$ cat config.mk
export PLATFORM = sky130hd
export DESIGN_NAME = mio_uart_tx
export DESIGN_NICKNAME = d
export VERILOG_FILES = /design/src/rtl/mio_uart_pkg.sv /design/src/rtl/sync_fifo.sv /design/src/rtl/mio_uart_tx.sv
export SDC_FILE = /design/constraint.sdc
export NUM_CORES = 1
export LEC_CHECK = 0
export CAP_MARGIN = 20
export CORE_MARGIN = 4
export CORE_UTILIZATION = 25
export CTS_CLUSTER_SIZE = 24
export DETAILED_ROUTE_END_ITERATION = 7
export DONT_BUFFER_PORTS = 1
export GPL_TIMING_DRIVEN = 0
export PLACE_DENSITY = 0.35
export SLEW_MARGIN = 20
export SYNTH_ARGS = -nofsm -noshare
export SYNTH_HDL_FRONTEND = slang
export SYNTH_SLANG_ARGS = --single-unit
$ cat constraint.sdc
create_clock -name clk -period 3.43 [get_ports clk]
set_input_delay 0.8575 -clock clk [delete_from_list [all_inputs] [get_ports clk]]
set_output_delay 0.8575 -clock clk [all_outputs]
set_load 0.005 [all_outputs]
$ cat src/rtl/mio_uart_pkg.sv
// Shared types and constants for the MIO UART transmitter peripheral.
package mio_uart_pkg;

    // Serialiser states.
    typedef enum logic [1:0] {
        IDLE  = 2'd0,
        START = 2'd1,
        DATA  = 2'd2,
        STOP  = 2'd3
    } tx_state_e;

    // Status word bit positions.
    localparam int unsigned ST_EMPTY   = 0;
    localparam int unsigned ST_FULL    = 1;
    localparam int unsigned ST_BUSY    = 2;
    localparam int unsigned ST_OVF     = 3;
    localparam int unsigned ST_CNT_LSB = 4;
    localparam int unsigned ST_CNT_MSB = 8;
    localparam int unsigned ST_IE      = 9;

    // Control register bit positions.
    localparam int unsigned CTL_IE     = 0;
    localparam int unsigned CTL_FLUSH  = 1;
    localparam int unsigned CTL_OVFCLR = 2;

    // Assemble the CPU-visible status word; unused bits read as zero.
    function automatic logic [31:0] pack_status(
        input logic       empty,
        input logic       full,
        input logic       busy,
        input logic       ovf,
        input logic [4:0] count,
        input logic       ie
    );
        logic [31:0] s;
        s                        = 32'h0000_0000;
        s[ST_EMPTY]              = empty;
        s[ST_FULL]               = full;
        s[ST_BUSY]               = busy;
        s[ST_OVF]                = ovf;
        s[ST_CNT_MSB:ST_CNT_LSB] = count;
        s[ST_IE]                 = ie;
        return s;
    endfunction

endpackage

$ cat src/rtl/sync_fifo.sv
// Synchronous FIFO with push/pop/flush; read data is the head entry, valid while not empty.
module sync_fifo #(
    parameter int unsigned WIDTH = 8,
    parameter int unsigned DEPTH = 8
) (
    input  logic                       clk_i,
    input  logic                       rst_i,
    input  logic                       push_i,
    input  logic [WIDTH-1:0]           push_data_i,
    input  logic                       pop_i,
    input  logic                       flush_i,
    output logic [WIDTH-1:0]           head_o,
    output logic [$clog2(DEPTH):0]     count_o,
    output logic                       full_o,
    output logic                       empty_o
);
    localparam int unsigned PW = $clog2(DEPTH);
    localparam logic [PW:0] FULL_CNT = (PW+1)'(DEPTH);

    logic [WIDTH-1:0] mem_q [DEPTH];
    logic [PW-1:0]    wr_q, wr_d;
    logic [PW-1:0]    rd_q, rd_d;
    logic [PW:0]      count_q, count_d;
    logic             do_push_s;
    logic             do_pop_s;

    assign full_o    = (count_q == FULL_CNT);
    assign empty_o   = (count_q == {(PW+1){1'b0}});
    assign count_o   = count_q;
    assign head_o    = mem_q[rd_q];
    // Fullness uses the pre-edge count, so a push into a full FIFO is dropped even if a pop happens.
    assign do_push_s = push_i & ~full_o & ~flush_i;
    assign do_pop_s  = pop_i & ~empty_o;

    // Pointer and occupancy next-state; a flush discards everything not popped this cycle.
    always_comb begin
        wr_d    = wr_q;
        rd_d    = rd_q;
        count_d = count_q;
        if (flush_i) begin
            rd_d    = wr_q;
            count_d = {(PW+1){1'b0}};
        end else begin
            if (do_push_s) begin
                wr_d = wr_q + PW'(1);
            end else begin
                wr_d = wr_q;
            end
            if (do_pop_s) begin
                rd_d = rd_q + PW'(1);
            end else begin
                rd_d = rd_q;
            end
            case ({do_push_s, do_pop_s})
                2'b10:   count_d = count_q + (PW+1)'(1);
                2'b01:   count_d = count_q - (PW+1)'(1);
                default: count_d = count_q;
            endcase
        end
    end

    // Pointer and occupancy registers.
    always_ff @(posedge clk_i or posedge rst_i) begin
        if (rst_i) begin
            wr_q    <= {PW{1'b0}};
            rd_q    <= {PW{1'b0}};
            count_q <= {(PW+1){1'b0}};
        end else begin
            wr_q    <= wr_d;
            rd_q    <= rd_d;
            count_q <= count_d;
        end
    end

    // Storage array; no reset needed since entries are only read when counted valid.
    always_ff @(posedge clk_i) begin
        if (do_push_s) begin
            mem_q[wr_q] <= push_data_i;
        end
    end

endmodule

$ cat src/rtl/mio_uart_tx.sv
// MIO UART transmitter: byte FIFO feeding an 8N1 serialiser, with status word and empty interrupt.
module mio_uart_tx
    import mio_uart_pkg::*;
#(
    parameter int unsigned BAUD_DIV   = 868,
    parameter int unsigned FIFO_DEPTH = 8
) (
    input  logic        clk,
    input  logic        rst,
    input  logic        we,
    input  logic        reg_sel,
    input  logic [31:0] wdata,
    output logic [31:0] rdata,
    output logic        txd,
    output logic        irq
);
    localparam int unsigned BW = $clog2(BAUD_DIV);
    localparam int unsigned CW = $clog2(FIFO_DEPTH) + 1;
    localparam logic [BW-1:0] BAUD_TC = BW'(BAUD_DIV - 1);

    tx_state_e     state_q, state_d;
    logic [BW-1:0] baud_q, baud_d;
    logic [2:0]    bit_idx_q, bit_idx_d;
    logic [7:0]    shift_q, shift_d;
    logic          txd_q, txd_d;
    logic          ovf_q, ovf_d;
    logic          ie_q, ie_d;
    logic          irq_q, irq_d;

    logic          data_wr_s;
    logic          ctl_wr_s;
    logic          flush_s;
    logic          pop_s;
    logic          baud_tc_s;
    logic [7:0]    fifo_head_s;
    logic [CW-1:0] fifo_count_s;
    logic          fifo_full_s;
    logic          fifo_empty_s;
    logic          unused_wdata_s;

    assign data_wr_s      = we & ~reg_sel;
    assign ctl_wr_s       = we & reg_sel;
    assign flush_s        = ctl_wr_s & wdata[CTL_FLUSH];
    assign baud_tc_s      = (baud_q == BAUD_TC);
    assign unused_wdata_s = ^wdata[31:8];

    sync_fifo #(
        .WIDTH (8),
        .DEPTH (FIFO_DEPTH)
    ) u_fifo (
        .clk_i       (clk),
        .rst_i       (rst),
        .push_i      (data_wr_s),
        .push_data_i (wdata[7:0]),
        .pop_i       (pop_s),
        .flush_i     (flush_s),
        .head_o      (fifo_head_s),
        .count_o     (fifo_count_s),
        .full_o      (fifo_full_s),
        .empty_o     (fifo_empty_s)
    );

    // Serialiser next-state: txd_d is the line level for the cycle after the edge.
    always_comb begin
        state_d   = state_q;
        baud_d    = baud_q;
        bit_idx_d = bit_idx_q;
        shift_d   = shift_q;
        txd_d     = txd_q;
        pop_s     = 1'b0;
        case (state_q)
            IDLE: begin
                txd_d = 1'b1;
                if (!fifo_empty_s) begin
                    pop_s   = 1'b1;
                    shift_d = fifo_head_s;
                    baud_d  = {BW{1'b0}};
                    state_d = START;
                    txd_d   = 1'b0;
                end else begin
                    state_d = IDLE;
                end
            end
            START: begin
                if (baud_tc_s) begin
                    baud_d    = {BW{1'b0}};
                    bit_idx_d = 3'd0;
                    state_d   = DATA;
                    txd_d     = shift_q[0];
                end else begin
                    baud_d = baud_q + BW'(1);
                end
            end
            DATA: begin
                if (baud_tc_s) begin
                    baud_d = {BW{1'b0}};
                    if (bit_idx_q == 3'd7) begin
                        state_d = STOP;
                        txd_d   = 1'b1;
                    end else begin
                        shift_d   = {1'b0, shift_q[7:1]};
                        bit_idx_d = bit_idx_q + 3'd1;
                        txd_d     = shift_q[1];
                    end
                end else begin
                    baud_d = baud_q + BW'(1);
                end
            end
            STOP: begin
                if (baud_tc_s) begin
                    baud_d = {BW{1'b0}};
                    // Chain straight into the next start bit when more data is queued.
                    if (!fifo_empty_s) begin
                        pop_s   = 1'b1;
                        shift_d = fifo_head_s;
                        state_d = START;
                        txd_d   = 1'b0;
                    end else begin
                        state_d = IDLE;
                        txd_d   = 1'b1;
                    end
                end else begin
                    baud_d = baud_q + BW'(1);
                end
            end
            default: begin
                state_d = IDLE;
                txd_d   = 1'b1;
            end
        endcase
    end

    // Control/status next-state: overflow flag, interrupt enable and interrupt level.
    always_comb begin
        ovf_d = ovf_q;
        ie_d  = ie_q;
        if (data_wr_s && fifo_full_s) begin
            ovf_d = 1'b1;
        end else if (ctl_wr_s && wdata[CTL_OVFCLR]) begin
            ovf_d = 1'b0;
        end else begin
            ovf_d = ovf_q;
        end
        if (ctl_wr_s) begin
            ie_d = wdata[CTL_IE];
        end else begin
            ie_d = ie_q;
        end
        irq_d = ie_q & fifo_empty_s & (state_q == IDLE);
    end

    // State, datapath and output registers.
    always_ff @(posedge clk or posedge rst) begin
        if (rst) begin
            state_q   <= IDLE;
            baud_q    <= {BW{1'b0}};
            bit_idx_q <= 3'd0;
            shift_q   <= 8'h00;
            txd_q     <= 1'b1;
            ovf_q     <= 1'b0;
            ie_q      <= 1'b0;
            irq_q     <= 1'b0;
        end else begin
            state_q   <= state_d;
            baud_q    <= baud_d;
            bit_idx_q <= bit_idx_d;
            shift_q   <= shift_d;
            txd_q     <= txd_d;
            ovf_q     <= ovf_d;
            ie_q      <= ie_d;
            irq_q     <= irq_d;
        end
    end

    assign txd   = txd_q;
    assign irq   = irq_q;
    assign rdata = pack_status(fifo_empty_s, fifo_full_s, (state_q != IDLE), ovf_q,
                               5'(fifo_count_s), ie_q);

endmodule

Word-level counts from Yosys, hierarchy flattened:

Memory sizes are Yosys's and may differ from the RTL's.
Cells that the tools add are included.

* $add $sub $neg: 6
* multipliers: 0
* div/mod/pow operators: 0
* $lt $le $gt $ge: 0
* equality and inequality tests: 14
* shifts and indexed selects: 0
* mux-type cells: 35
* bitwise operators: 12
* reduce and logical (&&, ||, !) cells: 16

Operator list (number)
* 8-bit 2-to-1 mux: 4
* 8-bit case mux with 3 select lines: 1
* 10-bit 2-to-1 mux: 2
* 10-bit case mux with 2 select lines: 1
* 3-bit 2-to-1 mux: 5
* 1-bit 2-to-1 mux: 12
* 2-bit != test (second input constant): 6
* 4-bit AND reduction: 3
* 10-bit by 1-bit adder with 10-bit output (second input constant): 1
* 10-bit equality test (second input constant): 1
* 3-bit by 1-bit adder with 3-bit output (second input constant): 3
* 1-bit bitwise AND: 8
* 2-bit 2-to-1 mux: 4
* 2-bit case mux with 4 select lines: 1
* 4-bit case mux with 2 select lines: 1
* 2-bit nonzero test: 4
* 2-bit equality test (second input constant): 3
* 3-bit case mux with 2 select lines: 1
* 3-bit nonzero test: 2
* 4-bit by 1-bit adder with 4-bit output (second input constant): 1
* 2-bit by 1-bit equality test with 1-bit output (second input constant): 2
* 4-bit equality test (second input constant): 1
* 4-bit logical NOT: 1
* 4-bit 2-to-1 mux: 1
* other kinds (10): 14

* register bits after elaboration: 37
* latch bits: 0
* RAM bits: 64
* bits in read-only memories: 0
* input bits: 36
* output and inout bits: 34
* logic and storage cells: 95
* memories: 1

Memories
* u_fifo.mem_q: words 8, bits a word 8, rd ports 1, clocked after memory_dff 0, wr ports 1, RTL line sync_fifo.sv:20 `logic [WIDTH-1:0] mem_q [DEPTH];`

Longest topological paths before layout:

* depth in word-level cells: 8
* mapped depth: 11
* mapped depth without buffers: 10

Cells and area by module:

Synthesis repeated with hierarchy kept, for this count alone.

* cell total of the unflattened synthesis: 339
* area, all modules: 4906.0 µm²

By module, submodules not included
* sync_fifo: times used 1, cells an instance 168, area each 3158.0 µm², sequential area each 2172.1 µm²
* mio_uart_tx: times used 1, cells an instance 171, area each 1747.9 µm², sequential area each 676.9 µm²

Worst setup path before layout:

OpenSTA, ideal clock, no wires.

* kind: input-to-reg
* start: input we
* end: memory u_fifo.mem_q[4][0], enable pin
* setup time: 0.398 ns
* data arrival time: 2.404 ns
* data required time: 3.032 ns
* path slack: 0.628 ns
* stages on the path: 3
* path buffers: 0
* cells stage by stage: nor2b_1 nand2_1 nor4b_1

* word-level cells in the longest chain between the ends: 6
* elaborated cells on any way between the ends: 8
* those cells by class: mux: 2; bitwise: 6

RTL lines
* from (decl): RTL line mio_uart_tx.sv:10 `input logic we,`
* 1-bit bitwise AND: RTL line mio_uart_tx.sv:42 `assign ctl_wr_s = we & reg_sel;`
* 1-bit bitwise AND: RTL line mio_uart_tx.sv:43 `assign flush_s = ctl_wr_s & wdata[CTL_FLUSH];`
* 1-bit inverter (no line)
* 1-bit bitwise AND *: RTL line sync_fifo.sv:32 `assign do_push_s = push_i & ~full_o & ~flush_i;`
* 1-bit 2-to-1 mux *: RTL line sync_fifo.sv:77 `if (do_push_s) begin`
* 1-bit 2-to-1 mux (implied by the code) *: RTL line sync_fifo.sv:78 `mem_q[wr_q] <= push_data_i;`
* to (decl): RTL line sync_fifo.sv:20

Mark *: on every way between the ends. The rest lies on a longest branch, timed or not.

Final worst setup path:

* start: register u_fifo.count_q[1], in the netlist u_fifo.count_o[1]
* end: register u_fifo.count_q[3], in the netlist u_fifo.count_o[3]

* word-level cells in the longest chain between the ends: 8
* elaborated cells on any way between the ends: 17
* those cells by class: add/sub: 2; eq/ne: 3; mux: 5; bitwise: 5; reduce/logical: 2

RTL lines
* from (decl): RTL line sync_fifo.sv:23 `logic [PW:0] count_q, count_d;`
* from (signal assigned): RTL line sync_fifo.sv:67 `count_q <= {(PW+1){1'b0}};`
* from (signal assigned): RTL line sync_fifo.sv:71 `count_q <= count_d;`
* 4-bit logical NOT: RTL line sync_fifo.sv:28 `assign empty_o = (count_q == {(PW+1){1'b0}});`
* 1-bit 2-to-1 mux: RTL line mio_uart_tx.sv:74, mio_uart_tx.sv:113
* 1-bit 2-to-1 mux: RTL line mio_uart_tx.sv:110 `if (baud_tc_s) begin`
* 1-bit case mux with 2 select lines: RTL line mio_uart_tx.sv:71 `case (state_q)`
* 1-bit bitwise AND: RTL line sync_fifo.sv:33 `assign do_pop_s = pop_i & ~empty_o;`
* 2-bit by 1-bit equality test with 1-bit output or 2-bit equality test (tied branches): RTL line sync_fifo.sv:54 `case ({do_push_s, do_pop_s})`
* 4-bit case mux with 2 select lines: RTL line sync_fifo.sv:54
* 4-bit 2-to-1 mux: RTL line sync_fifo.sv:40 `if (flush_i) begin`

Several ways; a longest one is shown, not always the timed one.
A chain may end at the register's enable or synchronous reset.

==> results.cfg <==
[floorplan]
placeableCoreArea_sq_mm = 0.0188
floorplan.die_area_sq_mm = 0.0214
chipWidth_um = 146
initial_core_util_pct = 25.5
dieHeight_um = 146
boundaryPins = 70
placement_rows = 50

[drt]
drt_iter0_markers = 102
met3WireLength_um = 377
routed-wl-met2_mm = 5.32
via_to_cell_ratio = 4.40
totalWireLength_mm = 10.5
highest-signal-layer = met4
vias = 2803
avgRoutedWirePerCell_um = 16.5
drtAntennaViolNets = 0
wirelength_met1_mm = 4.66
drt_pass1_iterations = 4
remaining_routing_drc_violations = 0

[power_and_ir_drop]
pwr-share-seq_pct = 38.2
pwr-share-clk_pct = 24.4
p_leak_nw = 2.09
power.density_mw_per_mm2 = 784
intPower_mw = 2.85
comb_power_share_pct = 37.4
switching_share_pct = 34.9
ir_worst_vdd_mv = 0.290
netSwitchingPower_mw = 1.53
power_mw = 4.38

[cts]
clk-insertion-delay-late_ps = 350
cts_repair_resize_count = 0
cts_sinks = 101
cts_tree = built
post_cts_buffers = 0
clkTransAtPathRegs_ps = 70
ctsRootBufferMaster = sky130_fd_sc_hd__clkbuf_16
cts-root-to-sink-buffers = 2
cts-htree-levels = 3
hold_buffers = 0
cts_inserted_buffers = 9

[grt]
antenna_violations_before_repair = 0
remaining_global_route_overflow = 0
largest_net_degree_at_the_start_of_global_routing = 30
grt_pass1_wl_mm = 16.7
grt_usage_pct = 10.2
via_count_of_the_first_global_routing_pass = 2764

[finish]
layout.filler_cells = 1917
drive_gt1_share_pct = 24.3
antenna_cells = 0
finish.net_count = 445
areaGrowthSynthToFinish_pct = 16.7

[critical_path]
worstPathBufferInverterCount = 3
worst-r2r-cell-count = 11
regToRegEndpoint = u_fifo.count_o[3]
critical_path.max_fanout = 9
kind_of_critical_path = flop to flop
timing.reg2reg.setup_slack_ps = 690
crit_slowest_cell = sky130_fd_sc_hd__or4b_1
critical_path_arrival_ps = 3000
worst_path_largest_cell_delay_ps = 480
worst_setup_path_end_kind = flop
crit-reg2reg-launch = u_fifo.count_o[1]
crit_path_start_kind = flop
timing.critical_path.required_ps = 3690
timing.critical_path.max_delay_family = simple AND/OR/NAND/NOR gates
worst_path_cell_trace = buf_6, or4b_1, buf_2, a211oi_4, nand2_1, inv_2, ha_1, a31oi_1, nor2_1, xnor2_1, o31ai_1

[sta]
final.setup_skew_ps = 6.68
worst-slew-pin-transition_ps = 983
max_freq_ghz = 0.365
whs_ps = 304
max_slew_violation_count = 0
slew-limit-headroom_pct = 34.2
finalCritPeriodShare_pct = 79.9
finalHoldViolCount = 0
rsz0062_at_grt = no
number_of_endpoints_failing_setup_at_the_final_stage = 0
min_period_ps = 2740

[synth]
synth-edff-count = 64
seq_area_frac_synth_pct = 59.5
synthDominantAreaCellType = sky130_fd_sc_hd__edfxtp_1
synth.area.top_cells = sky130_fd_sc_hd__edfxtp_1, sky130_fd_sc_hd__dfrtp_1, sky130_fd_sc_hd__mux4_2
yosysWarnings = 0
syn-mean-instance-area_sq_um = 13.4
ys_seq_elements = 101
post_synth_inst_count = 357
synthDominantCellAreaShare_pct = 40.2
synth.lib_cells_used.distinct = 50
post_synth_instance_area_sq_mm = 0.00479
synthArstFlopShare_pct = 36.6
synth_top_flop_cell = sky130_fd_sc_hd__edfxtp_1

[run_status]
status = finished clean

[place]
globalplace.congestion = 0.728
detailed_place_hpwl_mm = 7.48
portBuffers = 0

[hold_path]
worst_hold_path_type = primary input to asynchronous set/reset pin

[run]
number_of_max_capacitance_violations_reported = 0
cells by family (layout without fill, tap and decap cells):
group | count (synthesis) | in the layout | synth area share [%]
XOR/XNOR | 7 | 7 | 1.28
other | 1 | 23 | 0.0784
AND/OR/NAND/NOR | 78 | 78 | 8.73
AO/OA/AOI/OAI | 64 | 64 | 8.37
buffers and inverters | 58 | 82 | 6.93
adder cells (fa/ha/maj) | 11 | 11 | 2.88
multiplexers | 37 | 37 | 12.2
flip-flops | 101 | 101 | 59.5
worst max path at each step:
stage                            from                  to  slack, ps  depth (start not counted)
floorplan                          we  u_fifo.mem_q[4][0]        630                          3
global placement                   we  u_fifo.mem_q[4][5]       -850                          3
detailed placement                 we  u_fifo.mem_q[4][5]        320                          4
CTS                 u_fifo.count_o[1]   u_fifo.count_o[3]        700                         11
global route        u_fifo.count_o[0]   u_fifo.count_o[3]        520                         10
finish              u_fifo.count_o[1]   u_fifo.count_o[3]        690                         11
synthesized netlist by cell type, drive strengths merged, types with 2 or more instances:
| cell | n |
|---|---|
| dfrtp | 36 |
| buf | 37 |
| nand2 | 27 |
| a21o | 2 |
| nand3 | 11 |
| a31o | 2 |
| nor4b | 3 |
| inv | 12 |
| nor4 | 2 |
| ha | 11 |
| o31ai | 4 |
| mux2i | 10 |
| a31oi | 3 |
| o21ai | 28 |
| mux4 | 16 |
| clkbuf | 9 |
| nand2b | 2 |
| nor2 | 9 |
| and2 | 4 |
| a21oi | 13 |
| a22o | 2 |
| o21a | 2 |
| and3 | 2 |
| edfxtp | 64 |
| nor3 | 5 |
| nor3b | 3 |
| xnor2 | 6 |
| nand4 | 5 |
| mux2 | 11 |
per-layer routing:
| metal | global-route usage (%) | up-vias |
|---|---|---|
| met3 | 2.64 | 8 |
| li1 | - | 1363 |
| met1 | 12.9 | 1381 |
| met5 | 0 | - |
| met2 | 17.1 | 51 |
| met4 | 3.10 | 0 |
worst register-to-register path, delay by kind of cell (launching register included):
kind | cells | cell delay (ps)
flip-flops | 1 | 410
AND/OR/NAND/NOR | 3 | 730
AO/OA/AOI/OAI | 3 | 630
buffers and inverters | 3 | 470
XOR/XNOR | 1 | 150
adder cells (fa/ha/maj) | 1 | 260
power by group through the flow:
| stage | clock [mW] | combinational [mW] | sequential [mW] |
|---|---|---|---|
| finish | 1.07 | 1.64 | 1.67 |
| global route | 1.16 | 1.84 | 1.70 |
| CTS | 1.11 | 1.68 | 1.67 |
| detailed placement | 0 | 1.67 | 1.70 |
| global placement | 0 | 1.63 | 1.69 |
| floorplan | 0 | 1.27 | 1.65 |
state kept, by name, indices dropped and copies added, names as in the netlist:
signal,cells
baud_q,10
bit_idx_q,3
ie_q,1
irq,1
ovf_q,1
shift_q,8
state_q,2
txd,1
u_fifo.count_o,4
u_fifo.mem_q,64
u_fifo.rd_q,3
u_fifo.wr_q,3
layout by cell type (no fill, tap or decap), drive strengths merged, types with 2 or more instances in the layout:
cell,instances
mux4,16
nor4b,3
and2,4
and3,2
ha,11
edfxtp,64
nor3b,3
mux2i,10
o21ai,28
a31oi,3
nor3,5
conb,23
nor4,2
nor2,9
a21o,2
dfrtp,36
buf,45
nand3,11
nand4,5
a22o,2
o31ai,4
nand2,27
clkinv,2
xnor2,6
o21a,2
inv,16
nand2b,2
clkbuf,18
a21oi,13
a31o,2
mux2,11
per-stage QoR:
stage / cell area (sq um) / util [%] / TNS, ps / instances / worst slack [ps]
global route: 5590 / 29.8 / 0 / 637 / 518
floorplan: 4870 / - / 0 / 379 / 628
CTS: 5590 / 29.8 / 0 / 637 / 695
detailed placement: 5270 / 28.1 / 0 / 621 / 324
global placement: 5160 / 27.5 / -17320 / 613 / -850
finish: 5590 / 29.8 / 0 / 637 / 688
cell type report:
| class | count | area (sq um) | area share [%] |
|---|---|---|---|
| buffer | 46 | 287 | 5.13 |
| clock inverter | 7 | 86.3 | 1.55 |
| tap | 234 | 293 | 5.24 |
| clock buffer | 9 | 225 | 4.03 |
| multi-input combinational | 220 | 1730 | 30.9 |
| timing repair buffer | 8 | 73.8 | 1.32 |
| inverter | 12 | 45.0 | 0.806 |
| sequential | 101 | 2850 | 51.0 |
Power figures use the tool's default switching activity.
